`src/rtl/uart_dbg_bridge.sv`:
```
// ----------------------------------------------------------------------------
// uart_dbg_bridge
//   UART-driven debug master. Parses command frames from a uart_rx byte stream
//   and performs single 32-bit word reads/writes as an initiator on a memif
//   request port. Status and read data are returned through uart_tx.
//
//   Frame    : CMD, A0..A3 (LSB first), [D0..D3 for writes, LSB first]
//              CMD 0x52 = read, 0x57 = write, anything else answers 0x02.
//   Response : read  -> STATUS, R0..R3 (LSB first)
//              write -> STATUS
//              STATUS 0x00 ok, 0x01 bus error, 0x02 unknown command.
//
// Ports
//   g_clk, g_reset        clock, asynchronous active-high reset
//   g_clk_req             clock request while busy or a byte is arriving
//   rx_valid, rx_data     received byte strobe and data (no backpressure)
//   tx_busy               transmitter busy
//   tx_en, tx_data        one-cycle send strobe and byte to send
//   rx_dropped            pulses when a byte arrived while not accepting
//   memif_*               request side of the memory interface:
//                         req, wen, strb, addr, wdata out; gnt, rdata, error in
// ----------------------------------------------------------------------------
module uart_dbg_bridge #(
  parameter int unsigned TIMEOUT_CYCLES = 100000
) (
  input  logic        g_clk,
  input  logic        g_reset,
  output logic        g_clk_req,
  input  logic        rx_valid,
  input  logic [7:0]  rx_data,
  input  logic        tx_busy,
  output logic        tx_en,
  output logic [7:0]  tx_data,
  output logic        rx_dropped,
  output logic        memif_req,
  output logic        memif_wen,
  output logic [3:0]  memif_strb,
  output logic [31:0] memif_addr,
  output logic [31:0] memif_wdata,
  input  logic        memif_gnt,
  input  logic [31:0] memif_rdata,
  input  logic        memif_error
);

  localparam logic [2:0] S_IDLE    = 3'd0;
  localparam logic [2:0] S_ADDR    = 3'd1;
  localparam logic [2:0] S_DATA    = 3'd2;
  localparam logic [2:0] S_BUS_REQ = 3'd3;
  localparam logic [2:0] S_BUS_RSP = 3'd4;
  localparam logic [2:0] S_RESP    = 3'd5;

  localparam logic [7:0] CMD_READ   = 8'h52;
  localparam logic [7:0] CMD_WRITE  = 8'h57;
  localparam logic [7:0] ST_OK      = 8'h00;
  localparam logic [7:0] ST_BUSERR  = 8'h01;
  localparam logic [7:0] ST_BADCMD  = 8'h02;

  localparam int unsigned        TW      = $clog2(TIMEOUT_CYCLES + 1);
  localparam logic [TW-1:0]      TMO_MAX = TW'(TIMEOUT_CYCLES);

  logic [2:0]    state;
  logic          is_write;
  logic [1:0]    byte_cnt;
  logic [31:0]   shift_sr;
  logic [TW-1:0] tmo_cnt;
  logic [7:0]    status_q;
  logic [31:0]   rdata_q;
  logic [2:0]    resp_len;
  logic [2:0]    tx_idx;

  logic [31:0]   assembled;
  logic          in_frame;
  logic          tmo_hit;
  logic          not_accepting;
  logic [7:0]    resp_byte;

  // Bytes arrive LSB first, so each new byte enters at the top and the word
  // is complete once the fourth byte has shifted in.
  assign assembled     = {rx_data, shift_sr[31:8]};
  assign in_frame      = (state == S_ADDR) || (state == S_DATA);
  assign tmo_hit       = (tmo_cnt == TMO_MAX);
  assign not_accepting = (state == S_BUS_REQ) || (state == S_BUS_RSP) || (state == S_RESP);
  assign g_clk_req     = (state != S_IDLE) || rx_valid;

  // NOTE: every variable written in always_comb gets a default first, so no
  // path through the block can leave it unassigned and infer a latch.
  always_comb begin
    resp_byte = status_q;
    case (tx_idx)
      3'd1:    resp_byte = rdata_q[7:0];
      3'd2:    resp_byte = rdata_q[15:8];
      3'd3:    resp_byte = rdata_q[23:16];
      3'd4:    resp_byte = rdata_q[31:24];
      default: resp_byte = status_q;
    endcase
  end

  // NOTE: sequential state uses non-blocking assignments only, so every
  // register samples the pre-edge values of its neighbours regardless of
  // statement order.
  always_ff @(posedge g_clk or posedge g_reset) begin
    if (g_reset) begin
      state       <= S_IDLE;
      is_write    <= 1'b0;
      byte_cnt    <= 2'd0;
      shift_sr    <= 32'd0;
      tmo_cnt     <= '0;
      status_q    <= 8'd0;
      rdata_q     <= 32'd0;
      resp_len    <= 3'd0;
      tx_idx      <= 3'd0;
      tx_en       <= 1'b0;
      tx_data     <= 8'd0;
      rx_dropped  <= 1'b0;
      memif_req   <= 1'b0;
      memif_wen   <= 1'b0;
      memif_strb  <= 4'h0;
      memif_addr  <= 32'd0;
      memif_wdata <= 32'd0;
    end else begin
      tx_en      <= 1'b0;
      rx_dropped <= rx_valid && not_accepting;

      // Inter-byte timeout: only runs while a frame is being collected.
      if (in_frame) begin
        if (rx_valid)      tmo_cnt <= '0;
        else if (!tmo_hit) tmo_cnt <= tmo_cnt + 1'b1;
      end else begin
        tmo_cnt <= '0;
      end

      case (state)
        S_IDLE: begin
          if (rx_valid) begin
            byte_cnt <= 2'd0;
            tx_idx   <= 3'd0;
            if (rx_data == CMD_READ || rx_data == CMD_WRITE) begin
              is_write <= (rx_data == CMD_WRITE);
              state    <= S_ADDR;
            end else begin
              status_q <= ST_BADCMD;
              resp_len <= 3'd1;
              state    <= S_RESP;
            end
          end
        end

        S_ADDR: begin
          if (rx_valid) begin
            shift_sr <= assembled;
            byte_cnt <= byte_cnt + 2'd1;
            if (byte_cnt == 2'd3) begin
              // Word access only: the low address bits are dropped.
              memif_addr <= {assembled[31:2], 2'b00};
              if (is_write) begin
                state <= S_DATA;
              end else begin
                memif_req  <= 1'b1;
                memif_wen  <= 1'b0;
                memif_strb <= 4'hF;
                state      <= S_BUS_REQ;
              end
            end
          end else if (tmo_hit) begin
            state <= S_IDLE;
          end
        end

        S_DATA: begin
          if (rx_valid) begin
            shift_sr <= assembled;
            byte_cnt <= byte_cnt + 2'd1;
            if (byte_cnt == 2'd3) begin
              memif_wdata <= assembled;
              memif_req   <= 1'b1;
              memif_wen   <= 1'b1;
              memif_strb  <= 4'hF;
              state       <= S_BUS_REQ;
            end
          end else if (tmo_hit) begin
            state <= S_IDLE;
          end
        end

        S_BUS_REQ: begin
          // Request and its attributes hold until the arbiter grants.
          if (memif_gnt) begin
            memif_req <= 1'b0;
            state     <= S_BUS_RSP;
          end
        end

        S_BUS_RSP: begin
          // Response phase is the cycle after the grant. A failed read still
          // returns whatever rdata the bus presented.
          status_q <= memif_error ? ST_BUSERR : ST_OK;
          if (!is_write) rdata_q <= memif_rdata;
          resp_len <= is_write ? 3'd1 : 3'd5;
          tx_idx   <= 3'd0;
          state    <= S_RESP;
        end

        S_RESP: begin
          // A pulse is never issued back-to-back; the cycle of the final
          // pulse is spent here and IDLE follows.
          if (tx_en) begin
            if (tx_idx == resp_len) state <= S_IDLE;
          end else if (!tx_busy && tx_idx != resp_len) begin
            tx_en   <= 1'b1;
            tx_data <= resp_byte;
            tx_idx  <= tx_idx + 3'd1;
          end
        end

        default: state <= S_IDLE;
      endcase
    end
  end

endmodule

```
`config.mk`:
```
export PLATFORM = sky130hd
export DESIGN_NAME = uart_dbg_bridge
export DESIGN_NICKNAME = d
export VERILOG_FILES = /design/src/rtl/uart_dbg_bridge.sv
export SDC_FILE = /design/constraint.sdc
export NUM_CORES = 1
export LEC_CHECK = 0
export ABC_AREA = 1
export CAP_MARGIN = 30
export CORE_AREA = 5 5 138 140
export DETAILED_ROUTE_END_ITERATION = 8
export DIE_AREA = 0 0 143 145
export GPL_ROUTABILITY_DRIVEN = 0
export PLACE_DENSITY = 0.68
export SYNTH_ARGS = -nofsm -noshare
export SYNTH_HDL_FRONTEND = slang
export SYNTH_SLANG_ARGS = --single-unit
```
`constraint.sdc`:
```
create_clock -name g_clk -period 7.4 [get_ports g_clk]
set_clock_uncertainty 0.1 [all_clocks]
set_input_delay 1.85 -clock g_clk [delete_from_list [all_inputs] [get_ports g_clk]]
set_output_delay 1.85 -clock g_clk [all_outputs]
set_load 0.05 [all_outputs]
```
* Word-level counts from Yosys, hierarchy flattened
Cells that the tools add are included.
** Storage, ports and cells
- Flip-flop bits (word level) :: 179
- Word-level logic and storage cells :: 132
- Output and inout port bits :: 81
- Memories kept :: 0
- ROM bits :: 0
- RAM bits :: 0
- Bits in latches :: 0
** Operators by class
- $lt $le $gt $ge :: 0
- Shift operators :: 0
- Divide/modulo/power cells :: 0
- Mux-type cells :: 51
- Reductions and logical operators :: 28
- Equality and inequality tests :: 31
- Multiply operators :: 0
- Add/sub/neg operators :: 3
- Bitwise logic cells :: 2
** Operator list (number)
- $mux 17 :: 3
- $mux 3 :: 16
- $pmux 8 s4 :: 1
- $mux 4 :: 5
- $pmux 3 s6 :: 1
- $reduce_and 3->1 :: 6
- $add 17x1->17 const B :: 1
- $eq 17x17->1 const B :: 1
- $eq 8x7->1 const B :: 2
- $mux 8 :: 2
- $ne 2x2->1 const B :: 8
- $pmux 8 s2 :: 1
- $mux 1 :: 14
- $eq 3x2->1 const B :: 4
- $reduce_and 6->1 :: 2
- $ne 2x1->1 const B :: 5
- $eq 3x3->1 const B :: 3
- $pmux 3 s3 :: 1
- $reduce_bool 3->1 :: 3
- $pmux 4 s2 :: 1
- $reduce_and 7->1 :: 1
- $eq 3x1->1 const B :: 2
- $ne 3x2->1 const B :: 2
- $pmux 3 s2 :: 1
- other kinds (19) :: 29

* Longest topological paths before layout
- Depth after elaboration :: 5
- Depth in mapped cells :: 13
- Depth with buffers taken out :: 13

* Worst setup path before layout
No wires, ideal clock.
- Kind :: input to output
- Start :: input port rx_valid
- End :: output port g_clk_req
- Stages on the path :: 2
- Path buffers :: 0
- Setup slack :: 3.173 ns
- Data required time :: 5.450 ns
- Arrival :: 2.277 ns
- Cell sequence :: inv_1 nand2_2
** On the way
- Word-level cells in the longest chain between the ends :: 1
** RTL lines
- start: declaration :: RTL line 29 : input logic rx_valid,
- $logic_or 1x1->1 :: RTL line 83 : assign g_clk_req = (state != S_IDLE) || rx_valid;
- end: declaration :: RTL line 28 : output logic g_clk_req,
Every way passes these cells.

* Final worst setup path
Same ends and word-level chain as after synthesis.

==> flow_summary_export.csv <==
group,metric,value,unit
power,power,0.003794,W
cts,clkTransAtPathRegs,0.07,ns
sta,setup_violations,0,
global_routing,grtUsageTotal,16.08,%
cells_and_area,drive_above_1_share,8.955,%
sta,finalCritPeriodShare,73.70,%
outcome,status,"finished, final reports clean",
logic_synthesis,syn_inst,739,
sta,rsz0062_at_grt,"false",
global_routing,antenna_found_initial,0,
sta,slew-limit-headroom,38.57,%
setup_path,cp_max_fo,7,
cts,htreeDepth,4,
global_routing,overflow,0,
cts,cts.path.max_buffers,2,
logic_synthesis,async_flop_share,100.0,%
power,vdd_drop_max,0.2651,mV
setup_path,endpoint_kind,"output port",
logic_synthesis,yosysTopAreaCellShare,58.03,%
worst_hold_path,whs_path_depth,2,
route,drt_wl_total,15.93,mm
setup_path,critPathMaxStageDelay,0.82,ns
setup_path,cp_data_arrival_time,3.50,ns
route,post_drt_via_cell_ratio,4.659,
cells_and_area,fill_cells,1596,
cells_and_area,n_antenna_cell,0,
global_routing,grt_max_degree,97,
logic_synthesis,ys_top_cells_by_area,"dfrtp_1 58%, nand2_1 10%, o21ai_0 7.6%",
cts,clock_latency,0.43,ns
logic_synthesis,yosysWarnings,0,
cts,cts_setup_buffers,0,
worst_hold_path,hold_path.class,"flip-flop to flip-flop",
setup_path,rr_worst_depth,7,
sta,timing.fmax,183.4,MHz
floorplan,fp-row-count,49,
setup_path,required,5.45,ns
sta,layout_setup_ws,1.946,ns
route,drt_iter0_drc,273,
cts,cts_resized,0,
route,drc,0,
sta,hold_ws,0.3741,ns
placement,dp_hpwl,11.04,mm
floorplan,die_w,143,um
cells_and_area,final_cell_mix,"190 x nand2_1, 161 x dfrtp_1, 124 x clkdlybuf4s50_1",
cts,root_buffer,"clkbuf_16",
route,antenna_left,0,
logic_synthesis,synth_seq_area_share,58.03,%
floorplan,start_util,39.19,%
cts,cts_sinks,161,
cells_and_area,finish.utilization,50.57,%
route,wl_per_cell,14.48,um
global_routing,grt_pass1_vias,5189,
logic_synthesis,ys_ff_latch,161,
sta,setup_tns,0,ns
sta,slew_viol_final,0,
cts,tritoncts,"yes",
global_routing,grt_pass1_wl,26.85,mm
placement,portBuffers,124,
floorplan,ios,127,
logic_synthesis,ys.flop_type,"dfrtp_1",
route,drt_first_pass_iters,5,
floorplan,die-area,20740,um^2
cts,numCtsBuffers,17,
floorplan,design.core.area,17720,um^2
sta,layout_min_cycle_time,5.454,ns
logic_synthesis,synth_edf_count,0,
job,maxCapViolations,0,
setup_path,crit_path_top_delay_cell,"clkdlybuf4s50_1",
logic_synthesis,synth_area,6943,um^2
logic_synthesis,yosysTopAreaCell,"dfrtp_1",
setup_path,cp_common_cell,"clkdlybuf4s50_1",
route,via_count,5125,
setup_path,crit_path_cell_trace,"clkdlybuf4s50_1, inv_1, nand2_2, clkdlybuf4s50_1",
setup_path,path_class,"input pin to output port",
sta,worst_slew_pin_slew,0.9192,ns
logic_synthesis,synth.distinct_cells,30,
floorplan,die_y,145,um
cells_and_area,area_delta_synth_final,29.05,%
cells_and_area,final_common_cell,"nand2_1",
power,leakagePower,4.245,nW
power,power_per_cell_area,423.5,nW/um^2
setup_path,crit_path_start_kind,"input pin",
cts,holdBufCountCts,0,
placement,dpl_worst_slack,1.944,ns
sta,finalHoldViolations,0,
logic_synthesis,avgSynthCellArea,9.395,um^2
cells_and_area,nNetsFinal,912,
==> layer usage <==
| metal | vias up | GRT usage, % | wire length (um) |
|---|---|---|---|
| li1 | 2588 | - | - |
| met1 | 2447 | 22.06 | 7189 |
| met2 | 83 | 24.79 | 7769 |
| met3 | 7 | 4.936 | 819 |
| met4 | 0 | 4.468 | 149 |
| met5 | - | 0 | 0 |
==> sequential cells by signal, summed over array words and instances, names as in the netlist <==
| name | cells |
|---|---|
| status_q | 2 |
| tx_idx | 3 |
| tmo_cnt | 17 |
| byte_cnt | 2 |
| memif_addr | 30 |
| memif_strb | 1 |
| state | 3 |
| tx_data | 8 |
| memif_req | 1 |
| rx_dropped | 1 |
| tx_en | 1 |
| is_write | 1 |
| memif_wdata | 32 |
| rdata_q | 32 |
| shift_sr | 24 |
| resp_len | 2 |
| memif_wen | 1 |
==> worst paths after layout <==
check,startpoint,endpoint,slack [ns]
setup / recovery,rx_valid,g_clk_req,1.95
hold / removal,status_q[1],status_q[1],0.37
setup reg to reg,state[1],tx_data[0],5.32
hold reg to reg,status_q[1],status_q[1],0.37
max in group asynchronous,g_reset,state[1],3.93
min in group asynchronous,g_reset,memif_addr[3],1.90
==> worst max-delay path, delay by kind of cell <==
kind	cells	cell delay, ns
buf+inv	3	1.51
simple gates	1	0.14
==> through the flow <==
stage               area, um^2  std cells
floorplan                 6947        740
global placement          8329       1066
detailed placement        8349       1067
CTS                       8940       1099
global route              8960       1100
finish                    8960       1100
==> synthesized netlist by cell type, types with 2 or more instances <==
cell type	count
buf_4	5
xnor2_1	2
nand3b_1	2
mux2_4	23
clkbuf_1	7
nand3_1	15
inv_2	4
nor2_2	2
a22o_1	8
nor2_4	3
a21oi_1	20
buf_6	3
inv_1	88
nor3_1	5
o21a_1	2
nand2_2	6
xor2_1	4
buf_2	14
nand2_1	191
o21ai_1	4
dfrtp_1	161
o21ai_0	105
o22ai_1	2
ha_1	8
nand4_1	7
nor2_1	44
==> report_power, final <==
| group | total [W] | internal (W) | switching (W) |
|---|---|---|---|
| sequential | 0.00137 | 0.00119 | 0.000182 |
| combinational | 0.00155 | 0.000561 | 0.000988 |
| clock | 0.000871 | 0.000480 | 0.000391 |
==> logic make-up after synthesis <==
logic type | synth area share, %
DFF | 58.03
other | 0.05401
buffers and inverters | 7.389
muxes | 5.136
xor gates and xnor gates | 0.7569
and+or+nand+nor | 16.35
AOI/OAI and AO/OA | 10.85
adders and majority gates | 1.442
==> layout make-up <==
type / instances / area, um^2 / area share [%]
clock buffer: 17 / 425.4 / 4.748
clock inverter: 15 / 165.2 / 1.843
inverter: 92 / 350.3 / 3.910
multi-input combinational: 458 / 2407 / 26.87
sequential: 161 / 4029 / 44.97
tap: 229 / 286.5 / 3.198
timing repair buffer: 128 / 1296 / 14.47
(Power assumes the default switching activity.)
==> edit 1 (same settings) <==
Change the parameter `TIMEOUT_CYCLES` from 100000 to 50000.
--- a/src/rtl/uart_dbg_bridge.sv
+++ b/src/rtl/uart_dbg_bridge.sv
@@ -21,7 +21,7 @@
 //                         req, wen, strb, addr, wdata out; gnt, rdata, error in
 // ----------------------------------------------------------------------------
 module uart_dbg_bridge #(
-  parameter int unsigned TIMEOUT_CYCLES = 100000
+  parameter int unsigned TIMEOUT_CYCLES = 50000
 ) (
   input  logic        g_clk,
   input  logic        g_reset,
Check against the original RTL: same outputs for any inputs over 10 cycles, from zero or initial values and one cycle with g_reset high; that may be too few to reach the edited logic, so the function may still have changed.
==> edit 1 against the unedited design <==
Routed wire length is 1.7% lower; synthesized area is 0.65% higher; sequential share of layout area is 0.40 points lower; non-clock buffer count is 2 higher; design area is 0.28% higher; sequential cell count is 1 lower; power is 9.0% lower; final cell count is 5.9% higher; worst setup slack worse by 0.024 ns; largest cell class unchanged; highest routed layer unchanged.
==> edit 1: results (changes against the unedited design) <==
| Metric | Value |
|---|---|
| Run status | completed (unchanged) |
| CP peak stage delay | 0.84 ns (was 0.82 ns) |
| Post-Synth XOR/XNOR Area | 0% (was 0.757%) |
| CP Max Fanout | 8 (was 7) |
| Mux contribution to synthesized area | 0.466% (was 5.14%) |
| First-pass GRT wire length | 25900 um (was 26900 um) |
| Worst-margin pin slew | 0.737 ns (was 0.919 ns) |
| Post-synthesis compound-gate area fraction | 11.7% (was 10.8%) |
| Share of layout cells above drive strength 1 | 7.48% (was 8.96%) |
| R2r worst-path depth | 8 (was 7) |
| Worst Hold Slack | 0.380 ns (was 0.374 ns) |
| Data arrival, critical path | 3.53 ns (was 3.50 ns) |
| Seq/Total Area, Yosys | 57.3% (was 58.0%) |
| All-Layer GR Usage | 15.6% (was 16.1%) |
| Worst VDD drop | 0.000198 V (was 0.000265 V) |
| Hold Path Sink | tx_data[7]$_DFFE_PP0P_ (was status_q[1]$_DFFE_PP0P_) |
| RR Endpoint | tmo_cnt[2]$_DFFE_PP0P_ (was tx_data[0]$_DFFE_PP0P_) |
| Drt first-iter violations | 377 (was 273) |
| Post-synth top cells | nand2_1, dfrtp_1, inv_1, o21ai_0, nor2_1 (was nand2_1, dfrtp_1, o21ai_0, inv_1, nor2_1) |
| Largest net degree at the start of global routing | 102 (was 97) |
| Wire per inst | 13.4 um (was 14.5 um) |
| Adder-cell share of the synthesized area | 1.43% (was 1.44%) |
| DR vias | 5455 (was 5125) |
| Lkg Pwr | 0.00429 uW (was 0.00425 uW) |
| FILL cells | 1693 (was 1596) |
| Worst R2R Start | state[2]$_DFFE_PP0P_ (was state[1]$_DFFE_PP0P_) |
edit 1: cell count changes after synthesis, sizes merged, moves of 5 or more:
| cell | unedited run | this run |
|---|---|---|
| nor2 | 49 | 37 |
| mux2 | 24 | 2 |
| nand2 | 197 | 264 |
| a22o | 8 | 0 |
| a21oi | 20 | 9 |
| o21ai | 109 | 131 |
| clkbuf | 7 | 16 |
| buf | 22 | 17 |
| inv | 92 | 109 |
| nand4 | 7 | 17 |
edit 1: worst max path at each step:
stage / startpoint / end / slack, ns / cells past startpoint
floorplan: g_reset / byte_cnt[0]$_DFFE_PP0P_ / 1.13 / 1
global placement: rx_valid / g_clk_req / 1.92 / 4
detailed placement: rx_valid / g_clk_req / 1.92 / 4
CTS: rx_valid / g_clk_req / 1.92 / 4
global route: rx_valid / g_clk_req / 1.83 / 4
finish: rx_valid / g_clk_req / 1.92 / 4
edit 1: cells by family after synthesis:
kind of cell	after synthesis
compound gates	144
fa+ha+maj	8
buf+inv	144
flops	160
mux	3
other cells	1
simple gates	348
edit 1: area by class of cell:
| cell class | instances | area share, % |
|---|---|---|
| tap | 229 | 3.19 |
| clock inverter | 11 | 1.46 |
| timing repair buffer | 130 | 14.7 |
| sequential | 160 | 44.6 |
| multi-input combinational | 505 | 26.4 |
| inverter | 111 | 4.69 |
| clock buffer | 19 | 5.04 |
edit 1: per-layer routing:
metal / GRT usage, % / part of all wire (%)
met5: 0 / 0
met4: 5.13 / 1.8
met3: 3.85 / 5.6
met2: 24.0 / 47
met1: 21.6 / 46
edit 1: stage by stage:
step                      cell area, sq um  instances  utilization, %  worst slack, ns  total power [uW]
after floorplan                       6990        809               -             1.13              2240
after global placement                8350       1133            47.1             1.92              2590
after CTS                             8960       1164            50.6             1.92              3490
after global routing                  8980       1165            50.7             1.83              3680
after detailed placement              8380       1134            47.3             1.92              2620
final                                 8980       1165            50.7             1.92              3450
edit 1: worst min-delay path, cell delays in order, from the launching register on:
cell	delay (ns)
dfrtp_1	0.34
nand2_1	0.05
nand2_1	0.05
edit 1: power by group:
part           internal [uW]  switching (uW)  total [uW]
Combinational            421             863        1280
Sequential              1140             162        1310
Clock                    514             350         864
==> edit 2 (same settings) <==
Made on the original files. Make the reset (`g_reset`) synchronous in one clocked block. Comments in the files are not updated.
--- a/src/rtl/uart_dbg_bridge.sv
+++ b/src/rtl/uart_dbg_bridge.sv
@@ -98,7 +98,7 @@
   // NOTE: sequential state uses non-blocking assignments only, so every
   // register samples the pre-edge values of its neighbours regardless of
   // statement order.
-  always_ff @(posedge g_clk or posedge g_reset) begin
+  always_ff @(posedge g_clk) begin
     if (g_reset) begin
       state       <= S_IDLE;
       is_write    <= 1'b0;
Behaviour: differs if g_reset is asserted again (counterexample within 4 cycles, from zero or initial values and one cycle with g_reset high); with g_reset held inactive, the same outputs for 10 cycles.
==> edit 2 against the unedited design <==
Non-clock buffer count grew 1; core utilization shrank 3.5 points; synthesized cell count grew 12%; worst setup slack lost 0.18 ns; sequential cell count is the same; routed wire length grew 7.5%; synthesized area shrank 7.8%; hold slack lost 0.029 ns; design area shrank 6.9%; count of clock-buffer cells in the layout grew 6; critical path type unchanged; largest cell class unchanged.
Power is not compared: it rests on default switching activity, and its combinational part moved more than twofold at a synthesized area within 25%.
==> edit 2: results (changes against the unedited design) <==
| Metric | Value |
|---|---|
| Post-Synth XOR/XNOR Area | 0.274% (was 0.757%) |
| Netlist cell types | 35 (was 30) |
| Post-detail-place hpwl | 11500 um (was 11000 um) |
| Adder-cell share of the synthesized area | 1.56% (was 1.44%) |
| Async SR Flop Fraction | 0% (was 100%) |
| Largest net degree at the start of global routing | 87 (was 97) |
| Final net count | 985 (was 912) |
| Drt first-iter violations | 389 (was 273) |
| Internal reg-to-reg setup slack | 4.71 ns (was 5.32 ns) |
| Syn_area_per_cell | 7.71 sq um (was 9.40 sq um) |
| All-Layer GR Usage | 16.5% (was 16.1%) |
| DR vias | 5741 (was 5125) |
| Run status | completed (unchanged) |
| Placed cell count | 1141 (was 1067) |
| Post-synthesis compound-gate area fraction | 20.2% (was 10.8%) |
| Final wirelength | 17100 um (was 15900 um) |
| Via density | 4.89 (was 4.66) |
| Crit-path leading delay family | buffers and inverters (unchanged) |
| First-pass GRT wire length | 27500 um (was 26900 um) |
| Ranking of synthesized cells by area | dfxtp_1, a21oi_1, nand2_1 (was dfrtp_1, nand2_1, o21ai_0) |
| Worst-margin pin slew | 0.984 ns (was 0.919 ns) |
| Vias in the first global route | 5290 (was 5189) |
| Post-synth top cells | dfxtp_1, a21oi_1, nand2_1, inv_1, o21ai_0 (was nand2_1, dfrtp_1, o21ai_0, inv_1, nor2_1) |
| Share of layout cells above drive strength 1 | 5.61% (was 8.96%) |
| Mux contribution to synthesized area | 0% (was 5.14%) |
| CP peak stage delay | 0.87 ns (was 0.82 ns) |
| Seq/Total Area, Yosys | 50.3% (was 58.0%) |
-- edit 2: power groups by stage --
stage               clock (uW)  combinational, uW  sequential, uW
floorplan                    0                262             998
detailed placement           0                353            1010
global placement             0                350            1010
global route               904                398             997
CTS                        868                354             988
finish                     853                353             989
-- edit 2: path summary, 6_finish.rpt --
check / startpoint / endpoint
setup / recovery: rx_valid / g_clk_req
hold / removal: memif_wdata[14]$_SDFFE_PP0P_ / memif_wdata[14]$_SDFFE_PP0P_
setup reg to reg: state[2]$_SDFFE_PP0P_ / memif_addr[2]$_SDFFE_PP0P_
hold reg to reg: memif_wdata[14]$_SDFFE_PP0P_ / memif_wdata[14]$_SDFFE_PP0P_
-- edit 2: final cells by class --
class                           count  area [sq um]
Fill cell                        1722          9370
Sequential cell                   161          3220
Multi-Input combinational cell    524          2600
Timing Repair Buffer              129          1290
Clock buffer                       23           478
Inverter                           98           368
Tap cell                          229           287
Clock inverter                      9          97.6
-- edit 2: metal layers --
layer / routed length [um] / global-route usage [%]
met1: 7850 / 22.5
met2: 7970 / 24.8
met3: 984 / 5.13
met4: 315 / 5.70
met5: 0 / 0
-- edit 2: worst reg2reg max path, delay by kind of cell (launching register included) --
kind	cells	cell delay (ns)
buffers and inverters	3	1.23
DFF	1	0.34
AOI/OAI and AO/OA	1	0.06
and+or+nand+nor	3	0.80
-- edit 2: cells by family after synthesis --
group,after synthesis
adders and majority gates,8
buffers and inverters,147
AOI/OAI and AO/OA,249
DFF,161
and+or+nand+nor,263
xor gates and xnor gates,2
other,1
-- edit 2: through the flow --
| stage | cell area [sq um] | worst slack [ns] | hold WS, ns | utilization (%) | total power (uW) |
|---|---|---|---|---|---|
| after floorplan | 6410 | 2.96 | 0.325 | - | 1260 |
| after global placement | 7740 | 1.81 | 0.331 | 43.7 | 1360 |
| after detailed placement | 7770 | 1.78 | 0.339 | 43.8 | 1360 |
| after CTS | 8340 | 1.79 | 0.349 | 47.1 | 2210 |
| after global routing | 8340 | 1.71 | 0.369 | 47.1 | 2300 |
| final | 8340 | 1.76 | 0.345 | 47.1 | 2190 |
